`src/rtl/ctrl_pipe_stager.sv`:
```
// Carries decoded control bits and register specifiers through the EX/MEM/WB pipeline registers,
// with load-use stall detection, taken-branch/jump flush and EX-stage operand forwarding selects.
module ctrl_pipe_stager #(
    parameter int unsigned REG_W        = 5,
    parameter bit          NOP_ON_FLUSH = 1'b1
) (
    input  logic             clk,
    input  logic             rst_n,
    input  logic             id_reg_dest,
    input  logic             id_branch,
    input  logic             id_mem_read,
    input  logic             id_mem_to_reg,
    input  logic             id_alu_op1,
    input  logic             id_alu_op2,
    input  logic             id_mem_write,
    input  logic             id_alu_src,
    input  logic             id_reg_write,
    input  logic             id_jump,
    input  logic [REG_W-1:0] id_rs,
    input  logic [REG_W-1:0] id_rt,
    input  logic [REG_W-1:0] id_rd,
    input  logic             id_uses_rt,
    input  logic             mem_zero,
    output logic             ex_alu_op1,
    output logic             ex_alu_op2,
    output logic             ex_alu_src,
    output logic             ex_reg_dest,
    output logic [REG_W-1:0] ex_rs,
    output logic [REG_W-1:0] ex_rt,
    output logic [REG_W-1:0] ex_dest,
    output logic             mem_mem_read,
    output logic             mem_mem_write,
    output logic             mem_branch,
    output logic [REG_W-1:0] mem_dest,
    output logic             wb_reg_write,
    output logic             wb_mem_to_reg,
    output logic [REG_W-1:0] wb_dest,
    output logic [1:0]       forward_a,
    output logic [1:0]       forward_b,
    output logic             pc_write,
    output logic             ifid_write,
    output logic             pc_src,
    output logic             if_flush
);

    localparam int unsigned FWD_W   = 2;
    localparam logic [FWD_W-1:0] FWD_RF  = 2'b00;
    localparam logic [FWD_W-1:0] FWD_MEM = 2'b10;
    localparam logic [FWD_W-1:0] FWD_WB  = 2'b01;

    typedef struct packed {
        logic             alu_op1;
        logic             alu_op2;
        logic             alu_src;
        logic             reg_dest;
        logic             mem_read;
        logic             mem_write;
        logic             branch;
        logic             reg_write;
        logic             mem_to_reg;
        logic [REG_W-1:0] rs;
        logic [REG_W-1:0] rt;
        logic [REG_W-1:0] dest;
    } ex_stage_t;

    typedef struct packed {
        logic             mem_read;
        logic             mem_write;
        logic             branch;
        logic             reg_write;
        logic             mem_to_reg;
        logic [REG_W-1:0] dest;
    } mem_stage_t;

    typedef struct packed {
        logic             reg_write;
        logic             mem_to_reg;
        logic [REG_W-1:0] dest;
    } wb_stage_t;

    ex_stage_t  ex_q,  ex_d,  id_cap;
    mem_stage_t mem_q, mem_d;
    wb_stage_t  wb_q,  wb_d;
    logic       load_hit;
    logic       stall;

    function automatic logic [FWD_W-1:0] fwd_sel(
        input mem_stage_t       m,
        input wb_stage_t        w,
        input logic [REG_W-1:0] src
    );
        logic [FWD_W-1:0] sel;
        sel = FWD_RF;
        if (m.reg_write && (m.dest != '0) && (m.dest == src)) begin
            sel = FWD_MEM;
        end else if (w.reg_write && (w.dest != '0) && (w.dest == src)) begin
            sel = FWD_WB;
        end
        return sel;
    endfunction

    // Hazard and redirect decisions; a taken branch overrides a coincident stall.
    assign pc_src     = mem_q.branch & mem_zero;
    assign load_hit   = ex_q.mem_read && (ex_q.dest != '0) &&
                        ((ex_q.dest == id_rs) || (id_uses_rt && (ex_q.dest == id_rt)));
    assign stall      = load_hit & ~pc_src;
    assign pc_write   = ~stall;
    assign ifid_write = ~stall;
    assign if_flush   = pc_src | (id_jump & ~load_hit);

    assign forward_a  = fwd_sel(mem_q, wb_q, ex_q.rs);
    assign forward_b  = fwd_sel(mem_q, wb_q, ex_q.rt);

    // ID->EX capture, replaced by a bubble on stall or flush.
    always_comb begin
        id_cap            = '0;
        id_cap.alu_op1    = id_alu_op1;
        id_cap.alu_op2    = id_alu_op2;
        id_cap.alu_src    = id_alu_src;
        id_cap.reg_dest   = id_reg_dest;
        id_cap.mem_read   = id_mem_read;
        id_cap.mem_write  = id_mem_write;
        id_cap.branch     = id_branch;
        id_cap.reg_write  = id_reg_write;
        id_cap.mem_to_reg = id_mem_to_reg;
        id_cap.rs         = id_rs;
        id_cap.rt         = id_rt;
        id_cap.dest       = id_reg_dest ? id_rd : id_rt;

        ex_d = id_cap;
        if (pc_src) begin
            ex_d = '0;
            if (!NOP_ON_FLUSH) begin
                ex_d.rs   = id_cap.rs;
                ex_d.rt   = id_cap.rt;
                ex_d.dest = id_cap.dest;
            end
        end else if (stall) begin
            ex_d = '0;
        end
    end

    // EX->MEM transfer; a taken branch kills the instruction leaving EX.
    always_comb begin
        mem_d            = '0;
        mem_d.mem_read   = ex_q.mem_read;
        mem_d.mem_write  = ex_q.mem_write;
        mem_d.branch     = ex_q.branch;
        mem_d.reg_write  = ex_q.reg_write;
        mem_d.mem_to_reg = ex_q.mem_to_reg;
        mem_d.dest       = ex_q.dest;
        if (pc_src) begin
            mem_d = '0;
            if (!NOP_ON_FLUSH) begin
                mem_d.dest = ex_q.dest;
            end
        end
    end

    always_comb begin
        wb_d            = '0;
        wb_d.reg_write  = mem_q.reg_write;
        wb_d.mem_to_reg = mem_q.mem_to_reg;
        wb_d.dest       = mem_q.dest;
    end

    always_ff @(posedge clk or negedge rst_n) begin
        if (!rst_n) begin
            ex_q  <= '0;
            mem_q <= '0;
            wb_q  <= '0;
        end else begin
            ex_q  <= ex_d;
            mem_q <= mem_d;
            wb_q  <= wb_d;
        end
    end

    assign ex_alu_op1    = ex_q.alu_op1;
    assign ex_alu_op2    = ex_q.alu_op2;
    assign ex_alu_src    = ex_q.alu_src;
    assign ex_reg_dest   = ex_q.reg_dest;
    assign ex_rs         = ex_q.rs;
    assign ex_rt         = ex_q.rt;
    assign ex_dest       = ex_q.dest;
    assign mem_mem_read  = mem_q.mem_read;
    assign mem_mem_write = mem_q.mem_write;
    assign mem_branch    = mem_q.branch;
    assign mem_dest      = mem_q.dest;
    assign wb_reg_write  = wb_q.reg_write;
    assign wb_mem_to_reg = wb_q.mem_to_reg;
    assign wb_dest       = wb_q.dest;

endmodule
```
`config.mk`:
```
export PLATFORM = sky130hd
export DESIGN_NAME = ctrl_pipe_stager
export DESIGN_NICKNAME = d
export VERILOG_FILES = /design/src/rtl/ctrl_pipe_stager.sv
export SDC_FILE = /design/constraint.sdc
export NUM_CORES = 1
export LEC_CHECK = 0
export ABC_AREA = 1
export CAP_MARGIN = 25
export CORE_MARGIN = 1.5
export CORE_UTILIZATION = 40
export DETAILED_ROUTE_END_ITERATION = 12
export PLACE_DENSITY = 0.79
export SLEW_MARGIN = 5
export SYNTH_ARGS = -nofsm -noshare
export SYNTH_HDL_FRONTEND = slang
export SYNTH_SLANG_ARGS = --single-unit
```
`constraint.sdc`:
```
create_clock -name clk -period 1.5 [get_ports clk]
set_clock_uncertainty 0.05 [all_clocks]
set_input_delay 0.375 -clock clk [delete_from_list [all_inputs] [get_ports clk]]
set_output_delay 0.375 -clock clk [all_outputs]
set_load 0.05 [all_outputs]
```
; ---- Word-level counts from Yosys, hierarchy flattened
; Index checks and enable logic that the tools add are counted.
; Widths: inputs -> output; s select.
[totals]
ff_bits = 41
input_bits = 29
elab_cells = 55
output_inout_bits = 42
[op_classes]
bitwise_logic = 7
mux = 8
n_eq_ne = 6
n_reduce_logical = 13
[op_table]
columns = cell, count
row1 = $mux 24, 2
row2 = $eq 5x5->1, 6
row3 = $reduce_bool 5->1, 3
row4 = $mux 10, 1
row5 = $logic_and 1x1->1, 9
row6 = $mux 5, 1
row7 = $mux 2, 2
row8 = $and 1x1->1, 3
row9 = $not 1->1, 3
row10 = $mux 1, 2
row11 = $logic_or 1x1->1, 1
row12 = $or 1x1->1, 1

; ---- Logic depth before layout (Yosys ltp)
[logic_depth]
depth_word = 7
depth_mapped = 11
mapped_depth_nobuf = 9

; ---- Worst setup path after synthesis
; Ideal clock, no wire load.
[synth_path]
path_type = reg2out
from = register mem_q, in the netlist mem_dest[0]
to = output port forward_a[0]
required_ps = 1075
setup_slack_ps = -1260
stages_incl_launch_ff = 5
n_path_buf = 0
arrival_time_ps = 2335
cell_sequence = dfrtp_1 xnor2_1 nand4_1 nor3_1 nor2_1
[synth_between]
elab_chain_cells = 4
elab_cells_between_ends = 5
cone_classes = 1 x eq/ne / 1 x mux / 3 x reduce/logical
[synth_lines]
columns = element, line_no
row1 = "start, declared", 82  ; mem_stage_t mem_q, mem_d;
row2 = "start signal, assigned", 174  ; mem_q <= mem_d;
row3 = $reduce_bool 5->1, 94  ; if (m.reg_write && (m.dest != '0) && (m.dest == src)) begin
row4 = $logic_and 1x1->1, 94
row5 = $logic_and 1x1->1 *, 94
row6 = $mux 2 *, 94
row7 = "end, declared", 38  ; output logic [1:0] forward_a,
; Mark *: on every way between the ends. The rest lies on a longest branch, timed or not.

; ---- Worst setup path after layout
[layout_path]
from = register ex_q, in the netlist ex_dest[3]
to = output port pc_write
[layout_between]
elab_chain_cells = 6
elab_cells_between_ends = 9
cone_classes = 2 x eq/ne / 2 x bitwise / 5 x reduce/logical
[layout_lines]
columns = element, line_no
row1 = "start, declared", 81  ; ex_stage_t ex_q, ex_d, id_cap;
row2 = "start signal, assigned", 169  ; ex_q <= '0;
row3 = "start signal, assigned", 173  ; ex_q <= ex_d;
row4 = $eq 5x5->1, 105  ; ((ex_q.dest == id_rs) || (id_uses_rt && (ex_q.dest == id_rt)));
row5 = $logic_and 1x1->1, 105
row6 = $logic_or 1x1->1, 105
row7 = $logic_and 1x1->1 *, 104  ; assign load_hit = ex_q.mem_read && (ex_q.dest != '0) &&
row8 = $and 1x1->1 *, 106  ; assign stall = load_hit & ~pc_src;
row9 = $not 1->1 *, 107  ; assign pc_write = ~stall;
row10 = "end, declared", 40  ; output logic pc_write,
; Marks and branches as above.

==> results.yml <==
route:
  avgRoutedWirePerCell_um: 14.8
  first_pass_iters: 4
  vias: 1997
  via_per_inst: 4.78
  postRouteAntennaNets: 0
  route.detailed.drc: 0
  wl_mm: 6.19
  drt_iter0_markers: 73
floorplanning:
  floorplan.rows: 25
  ios: 71
  fp.coreArea_um2: 4790
  start_util_pct: 42.3
  dieArea_um2: 5500
  die_height_um: 74.2
  dieWidth_um: 74.2
min_path:
  min_from: "mem_q[5]"
  worstHoldPathCells: 0
  holdCritPathClass: "flop to flop"
  holdPathEnd: "wb_mem_to_reg"
clocking:
  cts.path.max_buffers: 2
  cts.root.buffer_cell: "clkbuf_8"
  clock-sinks: 41
  htree_levels: 2
  cts_tree: "yes"
  clkSlewWorstSetupHoldPaths_ns: 0.08
  cts_buffers: 5
  clkLatencyLatePin_ns: 0.30
sta:
  rsz0062_at_grt: "yes"
  setup_violations: 32
  hold_viol: 0
  worst_pin_slew_ns: 0.489
  slew_headroom_pct: 67.4
  period_needed_ns: 2.10
  slew_viol_final: 0
  fmax_mhz: 475
  fin_tns_setup_ns: -7.02
  worst_slack_ns: -0.603
  timing.final.crit_share_pct: 140
synth:
  syn-cell-area_um2: 2030
  yosysTopAreaCell: "dfrtp_1"
  synth.yosys.warnings: 0
  ys_seq_area_share_pct: 50.6
  synth_top_area_share_pct: 50.6
  syn_inst: 242
  synth_cell_types: 16
  synth-seq-cells: 41
  syn_area_per_cell_um2: 8.37
  ys_top_cells_by_area: "dfrtp_1 (51%), nand2_1 (10%), buf_4 (7.8%)"
  synth_nets: 271
placed_design:
  port_buffers: 70
  gp_congestion: 0.874
  hpwl_mm: 3.81
  place_inst: 395
  dp_slack_ns: -0.718
  dpl-instance-area_um2: 3410
power:
  ir_drop_uv: 887
  power.density_nw_per_um2: 1010
  leakagePower_nw: 1.90
critical_path:
  r2r_slack_ns: -0.18
  worst-endpoint-required_ns: 1.07
  r2r_start: "ex_dest[3]"
  cp-end-kind: "primary output"
  arrival_ns: 1.68
  crit_fanout: 6
  path_class: "flop to primary output"
  reg2reg_depth: 10
  r2r_end: "ex_alu_op2"
  start_kind: "flop"
run_status:
  violations: "negative setup slack"
  outcome: "finished, violations left"
grt:
  grt_usage_pct: 23.2
  antenna_found_initial: 0
  grt_max_degree: 24
  grt_overflow: 0
  grt_pass1_wl_mm: 9.50
  first_global_vias: 2045
final_layout:
  diodes: 0
  stdcell_count: 418
  postLayoutCellArea_um2: 3790
  syn_to_final_growth_pct: 87.0
  fin_nets: 379
  drive_above_1_share_pct: 43.0
run:
  cap_viol_max_count: 0
[kinds of logic (layout without fill, tap and decap cells)]
kind of cell | Yosys count | count (layout) | share of synthesized area (%)
and+or+nand+nor | 118 | 118 | 23.7
buffers and inverters | 55 | 164 | 14.8
DFF | 41 | 41 | 50.6
xor gates and xnor gates | 21 | 21 | 9.08
AOI/OAI and AO/OA | 7 | 7 | 1.73
[worst max-delay path by stage]
stage	cells past startpoint	slack (ns)	start	endpoint
after floorplan	4	-0.32	mem_dest[0]	forward_b[0]
after global placement	11	-0.71	id_rt[2]	pc_write
after detailed placement	11	-0.72	id_rt[3]	pc_write
after CTS	10	-0.54	ex_dest[4]	pc_write
after global routing	5	-0.70	mem_dest[1]	forward_b[1]
final	10	-0.60	ex_dest[3]	pc_write
[report_power, final]
part / total [W] / switching, W / internal, W
registers: 0.00136 / 0.000138 / 0.00122
clock network: 0.000893 / 0.000398 / 0.000494
logic: 0.00158 / 0.000793 / 0.000784
total: 0.00383 / 0.00133 / 0.00250
[through the flow]
stage	total power (W)	hold WS, ns	utilization [%]
global placement	0.00276	0.289	71.3
detailed placement	0.00279	0.288	71.3
global route	0.00397	0.310	79.1
CTS	0.00375	0.304	77.3
finish	0.00383	0.302	79.1
floorplan	0.00207	0.0294	-
[cells in the final DEF, fill, tap and decap left out, types with 2 or more instances in the layout]
cell	instances
nand2_1	47
buf_4	46
buf_12	41
nor2_1	37
dfrtp_1	28
inv_1	20
clkdlybuf4s50_1	17
dfrtp_2	13
xor2_1	10
buf_6	10
xnor2_1	9
nand3_1	9
dlygate4sd2_1	9
o21ai_0	6
inv_2	5
nand2_2	5
nand2_4	5
clkbuf_8	5
nor2_4	4
nand4_1	3
inv_4	2
nand2_8	2
nor3_4	2
nor3_1	2
xnor2_2	2
buf_8	2
[layout make-up]
type	count	area, um^2
Inverter	28	115
Clock inverter	2	35.0
Tap cell	67	83.8
Clock buffer	6	72.6
Fill cell	266	998
Multi-Input combinational cell	146	856
Timing Repair Buffer	128	1580
Sequential cell	41	1040
[what timing repair did]
| item | CTS | global route |
|---|---|---|
| gates cloned | 0 | 0 |
| endpoints found under the hold margin | 18 | 0 |
| pin swaps | 8 | 13 |
| gates resized for setup | 34 | 32 |
| setup endpoints to repair | 27 | 33 |
| buffers inserted | 13 | 6 |
| hold buffers | 1 | 0 |
[Yosys cell counts]
cell type,instances
nand2_1,56
nor2_1,42
dfrtp_1,41
inv_1,26
buf_4,21
xnor2_1,11
xor2_1,10
nand3_1,9
o21ai_0,7
nor3_1,5
clkbuf_1,4
nand4_1,3
buf_6,2
inv_2,2
nand2_2,2
nand2_4,1
[worst max-delay path: stages, from the launching register on]
cell and delay, ns:
dfrtp_2 0.45, inv_2 0.09, nand2_1 0.07, nand2_1 0.06
nor2_1 0.13, nand3_1 0.10, nand2_2 0.09, nand2_4 0.10
inv_4 0.09, nand2_8 0.05, buf_8 0.14
[layer usage]
layer	vias up	share of wire, %	GRT usage (%)
met1	946	36	25.7
met3	20	6.3	4.74
li1	918	-	-
met2	113	54	41.8
met5	-	0	0
met4	0	3.8	12.1
Power figures use the tool's default switching activity.
